==> config.mk <==
export PLATFORM = sky130hd
export DESIGN_NAME = core_multicycle_ctrl
export DESIGN_NICKNAME = d
export VERILOG_FILES = /design/src/rtl/core_ctrl_pkg.sv /design/src/rtl/core_alu_decoder.sv /design/src/rtl/core_multicycle_ctrl.sv
export SDC_FILE = /design/constraint.sdc
export NUM_CORES = 1
export LEC_CHECK = 0
export ABC_AREA = 1
export CORE_MARGIN = 1.5
export CORE_UTILIZATION = 52
export DETAILED_ROUTE_END_ITERATION = 10
export PLACE_DENSITY_LB_ADDON = 0.3
export SLEW_MARGIN = 20
export SYNTH_ARGS = -nofsm -noshare
export SYNTH_HDL_FRONTEND = slang
export SYNTH_HIERARCHICAL = 1
export SYNTH_SLANG_ARGS = --single-unit
==> constraint.sdc <==
create_clock -name clk -period 5.15 [get_ports clk]
set_input_delay 0.7725 -clock clk [delete_from_list [all_inputs] [get_ports clk]]
set_output_delay 0.7725 -clock clk [all_outputs]
set_load 0.01 [all_outputs]
==> src/rtl/core_ctrl_pkg.sv <==
// rtl/core_ctrl_pkg.sv - shared state, opcode and control encodings for the multicycle core controller
package core_ctrl_pkg;

  typedef enum logic [3:0] {
    S_FETCH    = 4'd0,
    S_DECODE   = 4'd1,
    S_MEMADR   = 4'd2,
    S_MEMREAD  = 4'd3,
    S_MEMWB    = 4'd4,
    S_MEMWRITE = 4'd5,
    S_EXECUTER = 4'd6,
    S_EXECUTEI = 4'd7,
    S_ALUWB    = 4'd8,
    S_BEQ      = 4'd9,
    S_JAL      = 4'd10,
    S_ILLEGAL  = 4'd11
  } state_e;

  localparam logic [6:0] OP_LOAD   = 7'b0000011;
  localparam logic [6:0] OP_STORE  = 7'b0100011;
  localparam logic [6:0] OP_RTYPE  = 7'b0110011;
  localparam logic [6:0] OP_ITYPE  = 7'b0010011;
  localparam logic [6:0] OP_BRANCH = 7'b1100011;
  localparam logic [6:0] OP_JAL    = 7'b1101111;

  localparam logic [2:0] ALU_ADD = 3'b000;
  localparam logic [2:0] ALU_SUB = 3'b001;
  localparam logic [2:0] ALU_AND = 3'b010;
  localparam logic [2:0] ALU_OR  = 3'b011;
  localparam logic [2:0] ALU_SLT = 3'b101;

  localparam logic [1:0] ALUOP_ADD   = 2'b00;
  localparam logic [1:0] ALUOP_SUB   = 2'b01;
  localparam logic [1:0] ALUOP_FUNCT = 2'b10;

  localparam logic [1:0] IMM_I = 2'b00;
  localparam logic [1:0] IMM_S = 2'b01;
  localparam logic [1:0] IMM_B = 2'b10;
  localparam logic [1:0] IMM_J = 2'b11;

  localparam logic [1:0] RES_ALUOUT    = 2'b00;
  localparam logic [1:0] RES_DATA      = 2'b01;
  localparam logic [1:0] RES_ALURESULT = 2'b10;

  localparam logic [1:0] SRCA_PC    = 2'b00;
  localparam logic [1:0] SRCA_OLDPC = 2'b01;
  localparam logic [1:0] SRCA_RD1   = 2'b10;

  localparam logic [1:0] SRCB_RD2  = 2'b00;
  localparam logic [1:0] SRCB_IMM  = 2'b01;
  localparam logic [1:0] SRCB_FOUR = 2'b10;

  // Immediate format depends only on the opcode; unknown opcodes fall back to I.
  function automatic logic [1:0] imm_src(input logic [6:0] op);
    case (op)
      OP_STORE:  return IMM_S;
      OP_BRANCH: return IMM_B;
      OP_JAL:    return IMM_J;
      default:   return IMM_I;
    endcase
  endfunction

endpackage

==> src/rtl/core_alu_decoder.sv <==
// rtl/core_alu_decoder.sv - maps ALUOp and instruction function fields to an ALU operation
import core_ctrl_pkg::*;

module core_alu_decoder (
  input  logic [1:0] alu_op_i,
  input  logic [2:0] funct3_i,
  input  logic       funct7b5_i,
  input  logic       op5_i,
  output logic [2:0] alu_control_o,
  output logic       illegal_o
);

  // Decode the operation; illegal is raised only for an unsupported funct3 in funct mode.
  always_comb begin
    alu_control_o = ALU_ADD;
    illegal_o     = 1'b0;
    case (alu_op_i)
      ALUOP_SUB: alu_control_o = ALU_SUB;
      ALUOP_FUNCT: begin
        case (funct3_i)
          3'b000:  alu_control_o = (op5_i & funct7b5_i) ? ALU_SUB : ALU_ADD;
          3'b010:  alu_control_o = ALU_SLT;
          3'b110:  alu_control_o = ALU_OR;
          3'b111:  alu_control_o = ALU_AND;
          default: illegal_o = 1'b1;
        endcase
      end
      default: alu_control_o = ALU_ADD;
    endcase
  end

endmodule

==> src/rtl/core_multicycle_ctrl.sv <==
// rtl/core_multicycle_ctrl.sv - Moore control FSM for a multicycle RV32I-subset core; CORE_MEM_WAIT_EN adds memory wait states
import core_ctrl_pkg::*;

module core_multicycle_ctrl (
  input  logic        clk,
  input  logic        reset,
  input  logic [6:0]  op,
  input  logic [2:0]  funct3,
  input  logic        funct7b5,
  input  logic        Zero,
  input  logic        mem_ready,
  output logic        PCWrite,
  output logic        AdrSrc,
  output logic        MemWrite,
  output logic        IRWrite,
  output logic        RegWrite,
  output logic [1:0]  ResultSrc,
  output logic [1:0]  ALUSrcA,
  output logic [1:0]  ALUSrcB,
  output logic [2:0]  ALUControl,
  output logic [1:0]  ImmSrc,
  output logic        instr_done,
  output logic [31:0] instret,
  output logic        trap
);

  state_e      state_q, state_d;
  logic [31:0] instret_q, instret_d;
  logic        trap_q, trap_d;
  logic [1:0]  alu_op;
  logic        funct_illegal;
  logic        mem_go;
  logic        pc_we, mem_we, ir_we, reg_we;
  logic        retire;

`ifdef CORE_MEM_WAIT_EN
  assign mem_go = mem_ready;
`else
  logic unused_mem_ready;
  assign unused_mem_ready = mem_ready;
  assign mem_go = 1'b1;
`endif

  core_alu_decoder u_alu_dec (
    .alu_op_i      (alu_op),
    .funct3_i      (funct3),
    .funct7b5_i    (funct7b5),
    .op5_i         (op[5]),
    .alu_control_o (ALUControl),
    .illegal_o     (funct_illegal)
  );

  // State, retired count and sticky trap registers.
  always_ff @(posedge clk or posedge reset) begin
    if (reset) begin
      state_q   <= S_FETCH;
      instret_q <= 32'd0;
      trap_q    <= 1'b0;
    end else begin
      state_q   <= state_d;
      instret_q <= instret_d;
      trap_q    <= trap_d;
    end
  end

  // Next state and per-state datapath controls, defaults first.
  always_comb begin
    state_d   = state_q;
    pc_we     = 1'b0;
    AdrSrc    = 1'b0;
    mem_we    = 1'b0;
    ir_we     = 1'b0;
    reg_we    = 1'b0;
    ResultSrc = RES_ALUOUT;
    ALUSrcA   = SRCA_PC;
    ALUSrcB   = SRCB_RD2;
    alu_op    = ALUOP_ADD;
    case (state_q)
      S_FETCH: begin
        ALUSrcB   = SRCB_FOUR;
        ResultSrc = RES_ALURESULT;
        ir_we     = mem_go;
        pc_we     = mem_go;
        if (mem_go) state_d = S_DECODE;
      end
      S_DECODE: begin
        ALUSrcA = SRCA_OLDPC;
        ALUSrcB = SRCB_IMM;
        case (op)
          OP_LOAD, OP_STORE: state_d = S_MEMADR;
          OP_RTYPE:          state_d = S_EXECUTER;
          OP_ITYPE:          state_d = S_EXECUTEI;
          OP_BRANCH:         state_d = S_BEQ;
          OP_JAL:            state_d = S_JAL;
          default:           state_d = S_ILLEGAL;
        endcase
      end
      S_MEMADR: begin
        ALUSrcA = SRCA_RD1;
        ALUSrcB = SRCB_IMM;
        state_d = op[5] ? S_MEMWRITE : S_MEMREAD;
      end
      S_MEMREAD: begin
        AdrSrc = 1'b1;
        if (mem_go) state_d = S_MEMWB;
      end
      S_MEMWB: begin
        ResultSrc = RES_DATA;
        reg_we    = 1'b1;
        state_d   = S_FETCH;
      end
      S_MEMWRITE: begin
        AdrSrc = 1'b1;
        mem_we = 1'b1;
        if (mem_go) state_d = S_FETCH;
      end
      S_EXECUTER: begin
        ALUSrcA = SRCA_RD1;
        alu_op  = ALUOP_FUNCT;
        state_d = funct_illegal ? S_ILLEGAL : S_ALUWB;
      end
      S_EXECUTEI: begin
        ALUSrcA = SRCA_RD1;
        ALUSrcB = SRCB_IMM;
        alu_op  = ALUOP_FUNCT;
        state_d = funct_illegal ? S_ILLEGAL : S_ALUWB;
      end
      S_ALUWB: begin
        reg_we  = 1'b1;
        state_d = S_FETCH;
      end
      S_BEQ: begin
        ALUSrcA = SRCA_RD1;
        alu_op  = ALUOP_SUB;
        pc_we   = Zero;
        state_d = S_FETCH;
      end
      S_JAL: begin
        ALUSrcA = SRCA_OLDPC;
        ALUSrcB = SRCB_FOUR;
        pc_we   = 1'b1;
        state_d = S_ALUWB;
      end
      S_ILLEGAL: state_d = S_ILLEGAL;
      default:   state_d = S_FETCH;
    endcase
  end

  // An instruction retires when a final state hands control back to FETCH.
  always_comb begin
    retire = 1'b0;
    if (!reset && state_d == S_FETCH) begin
      case (state_q)
        S_MEMWB, S_MEMWRITE, S_ALUWB, S_BEQ: retire = 1'b1;
        default: retire = 1'b0;
      endcase
    end
    instret_d = instret_q + {31'd0, retire};
    trap_d    = trap_q | (state_d == S_ILLEGAL);
  end

  // Write enables are gated off while reset is held so nothing is disturbed.
  assign PCWrite    = pc_we  & ~reset;
  assign MemWrite   = mem_we & ~reset;
  assign IRWrite    = ir_we  & ~reset;
  assign RegWrite   = reg_we & ~reset;
  assign ImmSrc     = imm_src(op);
  assign instr_done = retire;
  assign instret    = instret_q;
  assign trap       = trap_q;

endmodule

-- Word-level counts from Yosys, hierarchy flattened
Cells that the tools add are included.
- bits of input ports: 15
- output and inout bits: 50
- word-level logic and storage cells: 70
- bits in registers: 37
- muxes and demuxes: 21
- add/sub/neg operators: 1
- reductions and logical operators: 15
- eq/ne operators: 23
- bitwise logic cells: 7
- operators by type and width (cell ; number):
    $add 32x1->32 ; 1
    $pmux 4 s7 ; 1
    $eq 4x4->1 const B ; 5
    $pmux 4 s5 ; 1
    $eq 4x3->1 const B ; 4
    $pmux 2 s2 ; 4
    $eq 7x6->1 const B ; 2
    $eq 7x7->1 const B ; 2
    $pmux 3 s4 ; 1
    $reduce_or 2->1 ; 6
    $reduce_or 4->1 ; 3
    $mux 1 ; 9
    $eq 4x2->1 const B ; 2
    $logic_not 4->1 ; 2
    $eq 7x2->1 const B ; 1
    $eq 7x5->1 const B ; 1
    $eq 3x3->1 const B ; 2
    $pmux 2 s3 ; 1
    $pmux 3 s2 ; 1
    $and 1x1->1 ; 5
    $eq 4x1->1 const B ; 1
    $eq 3x2->1 const B ; 1
    $logic_not 3->1 ; 1
    $mux 3 ; 1
    other kinds (9) ; 9

-- Logic depth before layout (Yosys ltp)
Gate-level depths: netlist of run 1.
- depth in word-level cells: 11
- mapped depth: 15
- gate-level depth less buffers: 15

-- Modules after synthesis
Netlist of run 1, hierarchy kept.
- by module, submodules not included (module ; times used ; area an instance (um2) ; cells an instance ; seq. area each (um2)):
    core_multicycle_ctrl ; 1 ; 2247.2 ; 297 ; 925.9
    core_alu_decoder ; 1 ; 100.1 ; 20 ; 0.0

-- Worst setup path before layout of run 1
No wires, ideal clock.
- path kind: input to output
- start point: input port reset
- end point: output port RegWrite
- buffers on the path: 0
- data arrival time: 1.975 ns
- stages on the path: 3
- setup slack: 2.402 ns
- cell sequence: inv_1 nand3_1 nor2_1
- word-level cells in the longest chain between the ends: 2
- ends and longest elaborated chain (element ; line ; RTL):
    start: declaration ; core_multicycle_ctrl.sv:6 ; input logic reset,
    $not 1->1 ; core_multicycle_ctrl.sv:166 ; assign RegWrite = reg_we & ~reset;
    $and 1x1->1 ; core_multicycle_ctrl.sv:166 ;
    end: declaration ; core_multicycle_ctrl.sv:16 ; output logic RegWrite,
No other way between the ends.

-- Worst setup path after layout of run 1
- start point: register state_q[2]
- end point: output port ALUControl[2]
- word-level cells in the longest chain between the ends: 5
- ends and longest elaborated chain (element ; line ; RTL):
    start: declaration ; core_multicycle_ctrl.sv:27 ; state_e state_q, state_d;
    start signal: assignment ; core_multicycle_ctrl.sv:60 ; state_q <= state_d;
    $eq 4x3->1 ; core_multicycle_ctrl.sv:78 ; case (state_q)
    $reduce_or 2->1 (no source line) ; n/a ;
    $pmux 2 s2 * ; core_multicycle_ctrl.sv:78 ;
    via alu_op[0] ; core_multicycle_ctrl.sv:30 ; logic [1:0] alu_op;
    $eq 2x2->1 / $eq 2x1->1 (equally long branches) ; core_alu_decoder.sv:17 ; case (alu_op_i)
    $pmux 3 s2 * ; core_alu_decoder.sv:17 ;
    end: declaration ; core_multicycle_ctrl.sv:20 ; output logic [2:0] ALUControl,
Mark *: on every way through the listed nets, which the timed path passes. The rest lies on a longest branch.

==> reports/qor.txt, run 1 <==
CTS tree - done
Area after DPL - 3050 um^2
Outcome - complete, no violations
Reg power frac - 38.3%
Largest cells by area after synthesis - dfrtp_1 39%, nand2_1 16%, nor2_1 9.1%, inv_1 5.4%, xor2_1 4.5%
Share of cells above drive strength 1 - 6.98%
Row cnt - 24
Die W - 70.2 um
CTS max path bufs - 2
Hold WC Path Type - reg -> reg
Commonest cells post-synth - 101 x nand2_1, 57 x nor2_1, 37 x dfrtp_1, 34 x inv_1, 16 x nand3_1
Number of global-route vias before repair - 2178
Reg2Reg Depth - 14
Gr ovfl total - 0
Max Slew Vio Count - 0
Largest net degree at the start of global routing - 38
Cell taking the most area after synthesis - dfrtp_1
Int Power - 0.610 mW
1st-iter DRT viols - 208
ANT cells - 0
Gates resized, CTS repair - 0
Psw - 0.350 mW
Total wire length - 5860 um
Initial core utilization - 53.9%
Initial antenna violation count - 0
Worst-path maximum fanout - 5
Buffer count from post-CTS setup fixing - 0
Fillers - 343
Port Buf Inserts - 63
Sw Share - 36.5%
Most used DFF post-synth - dfrtp_1
Post-Place Cells - 432
Synth unique cells - 31
Clock skew - 0.00674 ns
Pwr/cell area - 307 nW/um^2
Peak VDD IR - 273 uV
Worst Tran Pin Value - 0.469 ns
Worst skew pair latency - 0.29 ns
H-tree depth - 2
Hold Vio Cnt, Final - 0
Pleak - 1.51 nW
Synth Instances - 317
CP startpoint kind - flop
FF+latch count, synth - 37
CTS Hold Bufs - 0
Total clock buffers created by CTS - 5
Final Instance Area - 3130 um^2
DP HPWL - 4640 um
Pre-CTS WS - 2.03 ns
Core area - 4350 um^2
Mapped Avg Cell Area - 7.40 um^2
Worst setup path class - reg -> out
Die ar. - 4930 um^2
Critical Path Sink Type - output port
Slew Limit Headroom - 68.5%
Post-synth net total - 336
Worst-path clk slew - 0.07 ns
Drt drc - 0
Layout area overhead - 33.4%
RSZ-0062 raised after global routing - false
Crit path time final - 3.35 ns
Crit path from - state_q[2]$_DFF_PP0_
Final Setup Violations - 0
Post-synthesis cell area - 2350 um^2
Synth top area share - 39.4%
R2R Path End - instret[20]$_DFF_PP0_
Root Buffer - clkbuf_8
Power share of the clock group - 21.6%
Combinational share of power - 40.1%
Worst Slack Setup Final - 1.80 ns
Yosys Warn Count - 6
Drt pass-1 iters - 4
GP Congestion - 0.943
Post-synthesis sequential area ratio - 39.4%
GRT Util Overall - 25.8%
Clock Sinks - 37
Worst R2R Start - state_q[2]$_DFF_PP0_
Vias/cell - 5.16
Worst R2R Setup Slack - 2.50 ns
Fin nets - 406
Ys async rst share - 100%
First-pass GRT wire length - 10100 um
TNS Setup - 0 ns
Max cap viols - 0
Worst Setup EP - ALUControl[2]
Via count - 2265
Tcrit/Tclk final - 65.0%
Top-count cell post-synth - nand2_1
Overall die height - 70.2 um
I/O pin cnt - 65
Routed len/inst - 13.3 um
Non-Filler Instances - 439
Required time worst endpoint - 4.38 ns
Max Freq - 299 MHz
Number of synthesized flops with an enable pin - 0
Antenna Nets Post-Route - 0
WP data arrival - 2.57 ns
power by group through the flow:
stage | sequential [mW] | clock [mW] | combinational (mW)
after global placement | 0.370 | 0 | 0.375
after floorplan | 0.367 | 0 | 0.205
final | 0.368 | 0.207 | 0.385
after CTS | 0.367 | 0.211 | 0.388
after detailed placement | 0.372 | 0 | 0.385
after global routing | 0.372 | 0.226 | 0.424
placed cells by master, fill, tap and decap left out, types with 3 or more instances in the layout:
| cell type | n |
|---|---|
| nor2_1 | 57 |
| ha_1 | 4 |
| nor2_8 | 3 |
| nand4_1 | 5 |
| clkbuf_8 | 6 |
| nor3_1 | 9 |
| nand3b_1 | 10 |
| dfrtp_1 | 37 |
| inv_1 | 34 |
| nand2_1 | 101 |
| xor2_1 | 12 |
| nand3_1 | 16 |
| xnor2_1 | 4 |
| clkdlybuf4s50_1 | 63 |
sequential cells by signal, indices dropped and copies added, names as in the netlist:
name,count
state_q,4
instret,32
trap,1
through the flow:
stage | util (%) | total power, mW | hold WS (ns)
finish | 71.9 | 0.961 | 0.471
global route | 71.9 | 1.02 | 0.503
CTS | 71.9 | 0.966 | 0.476
detailed placement | 69.9 | 0.756 | 0.460
global placement | 69.9 | 0.745 | 0.451
floorplan | - | 0.573 | 0.500
worst min-delay path by stage:
stage	from	end	slack [ns]	cells past startpoint
2_1_floorplan	trap$_DFF_PP0_	trap$_DFF_PP0_	0.50	2
3_3_place_gp	trap$_DFF_PP0_	trap$_DFF_PP0_	0.45	2
3_5_place_dp	trap$_DFF_PP0_	trap$_DFF_PP0_	0.46	2
4_1_cts	trap$_DFF_PP0_	trap$_DFF_PP0_	0.48	2
5_1_grt	trap$_DFF_PP0_	trap$_DFF_PP0_	0.50	2
6_report	trap$_DFF_PP0_	trap$_DFF_PP0_	0.47	2
per-layer routing:
layer	track usage, %	share of wire, %	vias up
li1	-	-	1131
met1	32.3	40	1043
met2	44.1	51	81
met3	6.35	6.8	10
met4	7.26	1.7	0
met5	0	0	-
kinds of logic (layout without fill, tap and decap cells):
| group | count (synthesis) | after routing | synth area share, % |
|---|---|---|---|
| and+or+nand+nor | 214 | 214 | 43.1 |
| buffers and inverters | 38 | 108 | 6.29 |
| DFF | 37 | 37 | 39.4 |
| xor gates and xnor gates | 18 | 18 | 7.36 |
| AOI/OAI and AO/OA | 6 | 6 | 1.65 |
| adders and majority gates | 4 | 4 | 2.13 |
cell type report:
type                            instances  area (um^2)  area share, %
Multi-Input combinational cell        242         1270           40.7
Sequential cell                        37          926           29.6
Timing Repair Buffer                   64          638           20.4
Inverter                               37          143           4.55
Clock buffer                            7         86.3           2.76
Tap cell                               52         65.1           2.08
critical path, cell delays in order, from the launching register on:
cell and delay [ns]:
dfrtp_1 0.43, nor2_1 0.23, inv_1 0.09, nor3_1 0.38, inv_1 0.09, ha_1 0.32, nor3_1 0.19, clkdlybuf4s50_1 0.56
No activity file was read; power rests on OpenSTA's default activity.
==> inputs of run 2 (changes only) <==
CORE_UTILIZATION = 44   (was 52)
clock period = 2.8 ns   (was 5.15 ns; I/O delays follow)
==> run 2 against run 1 <==
Compared with the run above: via count shrank 2.1%; critical path depth is the same; clock skew shrank 0.00082 ns; hold slack lost 0.0025 ns; design area grew 2.7%; clock-buffer cell count shrank 1; setup slack lost 1.6 ns; first-iteration DRC count shrank 51%; critical endpoint unchanged; utilization shrank 9.4 points; sequential power grew 85%; total power grew 98%; non-clock buffer count grew 2.
==> reports/qor.txt, run 2 (same netlist as run 1, synthesis figures left out) <==
DP HPWL - 4820 um (+3.9%)
Via count - 2217 (-2.1%)
CTS Hold Bufs - 0 (unchanged)
Reg power frac - 35.8% (-2.5 points)
Core area - 5140 um^2 (+18%)
Drt drc - 0 (unchanged)
Worst Tran Pin Value - 0.463 ns (-0.00637 ns)
Hold Vio Cnt, Final - 0 (unchanged)
Share of cells above drive strength 1 - 8.97% (+2.0 points)
Worst R2R Start - state_q[3]$_DFF_PP0_
Worst skew pair latency - 0.29 ns (about the same)
Worst R2R Setup Slack - 0.37 ns (-2.13 ns)
Crit path from - state_q[2]$_DFF_PP0_
H-tree depth - 2 (unchanged)
R2R Path End - instret[24]$_DFF_PP0_
Layout area overhead - 37.0%
Worst-path maximum fanout - 5 (unchanged)
Crit path time final - 2.64 ns
I/O pin cnt - 65 (unchanged)
Combinational share of power - 38.4% (-1.7 points)
Worst setup path class - reg -> out
Sw Share - 35.3% (-1.1 points)
Most common cell after layout, fill and taps aside - nand2_1
Power share of the clock group - 25.8% (+4.2 points)
Max reg flops - 32 (unchanged)
CP startpoint kind - flop
CTS max path bufs - 2 (unchanged)
Critical Path Sink Type - output port
Worst path buffer plus inverter count - 3 (unchanged)
Max Freq - 379 MHz
Antenna Nets Post-Route - 0 (unchanged)
Clock skew - 0.00592 ns (-0.000821 ns)
Number of global-route vias before repair - 2109 (-3.2%)
WP data arrival - 2.22 ns (-0.35 ns)
Max Slew Vio Count - 0 (unchanged)
CTS tree - done
Cell family with most CP delay - buffers and inverters
Drt pass-1 iters - 4 (unchanged)
Psw - 0.671 mW (+92%)
Clock Sinks - 37 (unchanged)
Outcome - complete, no violations
Row cnt - 26 (+8.3%)
Initial antenna violation count - 0 (unchanged)
CP cell instances - nor2_2 -> inv_1 -> nor3_2 -> inv_1 -> ha_2 -> nor3_1 -> clkdlybuf4s50_1
TNS Setup - 0 ns (unchanged)
Max cap viols - 0 (unchanged)
Worst path depth - 7 (unchanged)
Total clock buffers created by CTS - 5 (unchanged)
Int Power - 1.23 mW (+100%)
Root Buffer - clkbuf_8
Initial core utilization - 45.7% (-8.2 points)
Buffer count from post-CTS setup fixing - 0 (unchanged)
Most Frequent Cell on Critical Path - inv_1
ANT cells - 0 (unchanged)
Gates resized, CTS repair - 0 (unchanged)
Die ar. - 5780 um^2 (+17%)
CP peak stage delay - 0.56 ns (about the same)
Reg2Reg Depth - 14 (unchanged)
Pre-CTS WS - 0.235 ns (-1.80 ns)
Worst-path clk slew - 0.07 ns (about the same)
Tcrit/Tclk final - 94.4%
Pwr/cell area - 591 nW/um^2 (+93%)
Largest net degree at the start of global routing - 38 (unchanged)
Fin nets - 408 (+0.49%)
Hold WC Path Type - reg -> reg
Overall die height - 76.0 um (+8.3%)
Vias/cell - 4.82 (-6.6%)
GP Congestion - 0.921 (-2.4%)
Slew Limit Headroom - 69.1% (+0.67 points)
Die W - 76.0 um (+8.3%)
Worst Setup EP - ALUControl[2]
Gr ovfl total - 0 (unchanged)
Critical path's slowest cell - clkdlybuf4s50_1
1st-iter DRT viols - 102 (-51%)
Peak VDD IR - 442 uV (+62%)
Most frequent cells in the layout - 101 x nand2_1, 63 x clkdlybuf4s50_1, 55 x nor2_1
Final Setup Violations - 0 (unchanged)
Total wire length - 6020 um (+2.8%)
Worst Slack Setup Final - 0.158 ns (-1.65 ns)
Hold wc startpoint - trap$_DFF_PP0_
Required time worst endpoint - 2.38 ns (-2.00 ns)
Routed len/inst - 13.1 um (-1.9%)
Final Total Pwr - 1.90 mW (+98%)
Pleak - 1.54 nW (+1.6%)
GRT Util Overall - 22.0% (-3.8 points)
First-pass GRT wire length - 9990 um (-0.62%)
Port Buf Inserts - 63 (unchanged)
run 2: power groups by stage:
stage	clock network [mW]	registers [mW]	logic [mW]
2_1_floorplan	0	0.675	0.378
6_report	0.490	0.679	0.730
4_1_cts	0.499	0.677	0.724
5_1_grt	0.524	0.694	0.806
3_3_place_gp	0	0.683	0.713
3_5_place_dp	0	0.686	0.718
run 2: worst reg2reg max path, stage by stage, from the launching register on:
cell and delay [ns]:
dfrtp_1 0.39, inv_1 0.12, nand2_1 0.14, nand2_1 0.13
inv_1 0.06, nor3_1 0.22, ha_1 0.23, ha_1 0.25
inv_2 0.08, nor2_4 0.16, nand2_4 0.09, nor2_1 0.24
nand2_1 0.09, nand2_1 0.06, nand2_1 0.05
run 2: per-layer routing:
metal | up-vias | GRT usage [%] | share of wire, %
li1 | 1136 | - | -
met3 | 9 | 4.19 | 5.3
met1 | 1014 | 28.9 | 45
met4 | 0 | 7.78 | 1.4
met2 | 58 | 36.4 | 48
met5 | - | 0 | 0
run 2: worst min-delay path by stage:
stage	cells past startpoint	to	slack [ns]
after floorplan	2	trap$_DFF_PP0_	0.50
after global placement	2	trap$_DFF_PP0_	0.45
after detailed placement	2	trap$_DFF_PP0_	0.45
after CTS	2	trap$_DFF_PP0_	0.48
after global routing	2	trap$_DFF_PP0_	0.50
final	2	trap$_DFF_PP0_	0.47
run 2: final cells by class:
class	instances	area [um^2]
Tap cell	70	87.6
Sequential cell	37	926
Clock inverter	2	37.5
Timing Repair Buffer	66	653
Inverter	37	143
Multi-Input combinational cell	242	1290
Clock buffer	6	82.6
Fill cell	504	1920
run 2: stage by stage:
step	cells	instance area, um^2	hold slack [ns]	util, %
after floorplan	317	2350	0.500	-
after global routing	460	3220	0.499	62.6
after global placement	452	3080	0.453	60.0
after detailed placement	452	3080	0.453	60.0
after CTS	460	3200	0.476	62.3
final	460	3220	0.469	62.6
==> inputs of run 3 (changes only) <==
CTS_CLUSTER_DIAMETER = 150   (was unset)
==> results of run 3 <==
Final layout, timing and power as in run 2 (identical DEF).
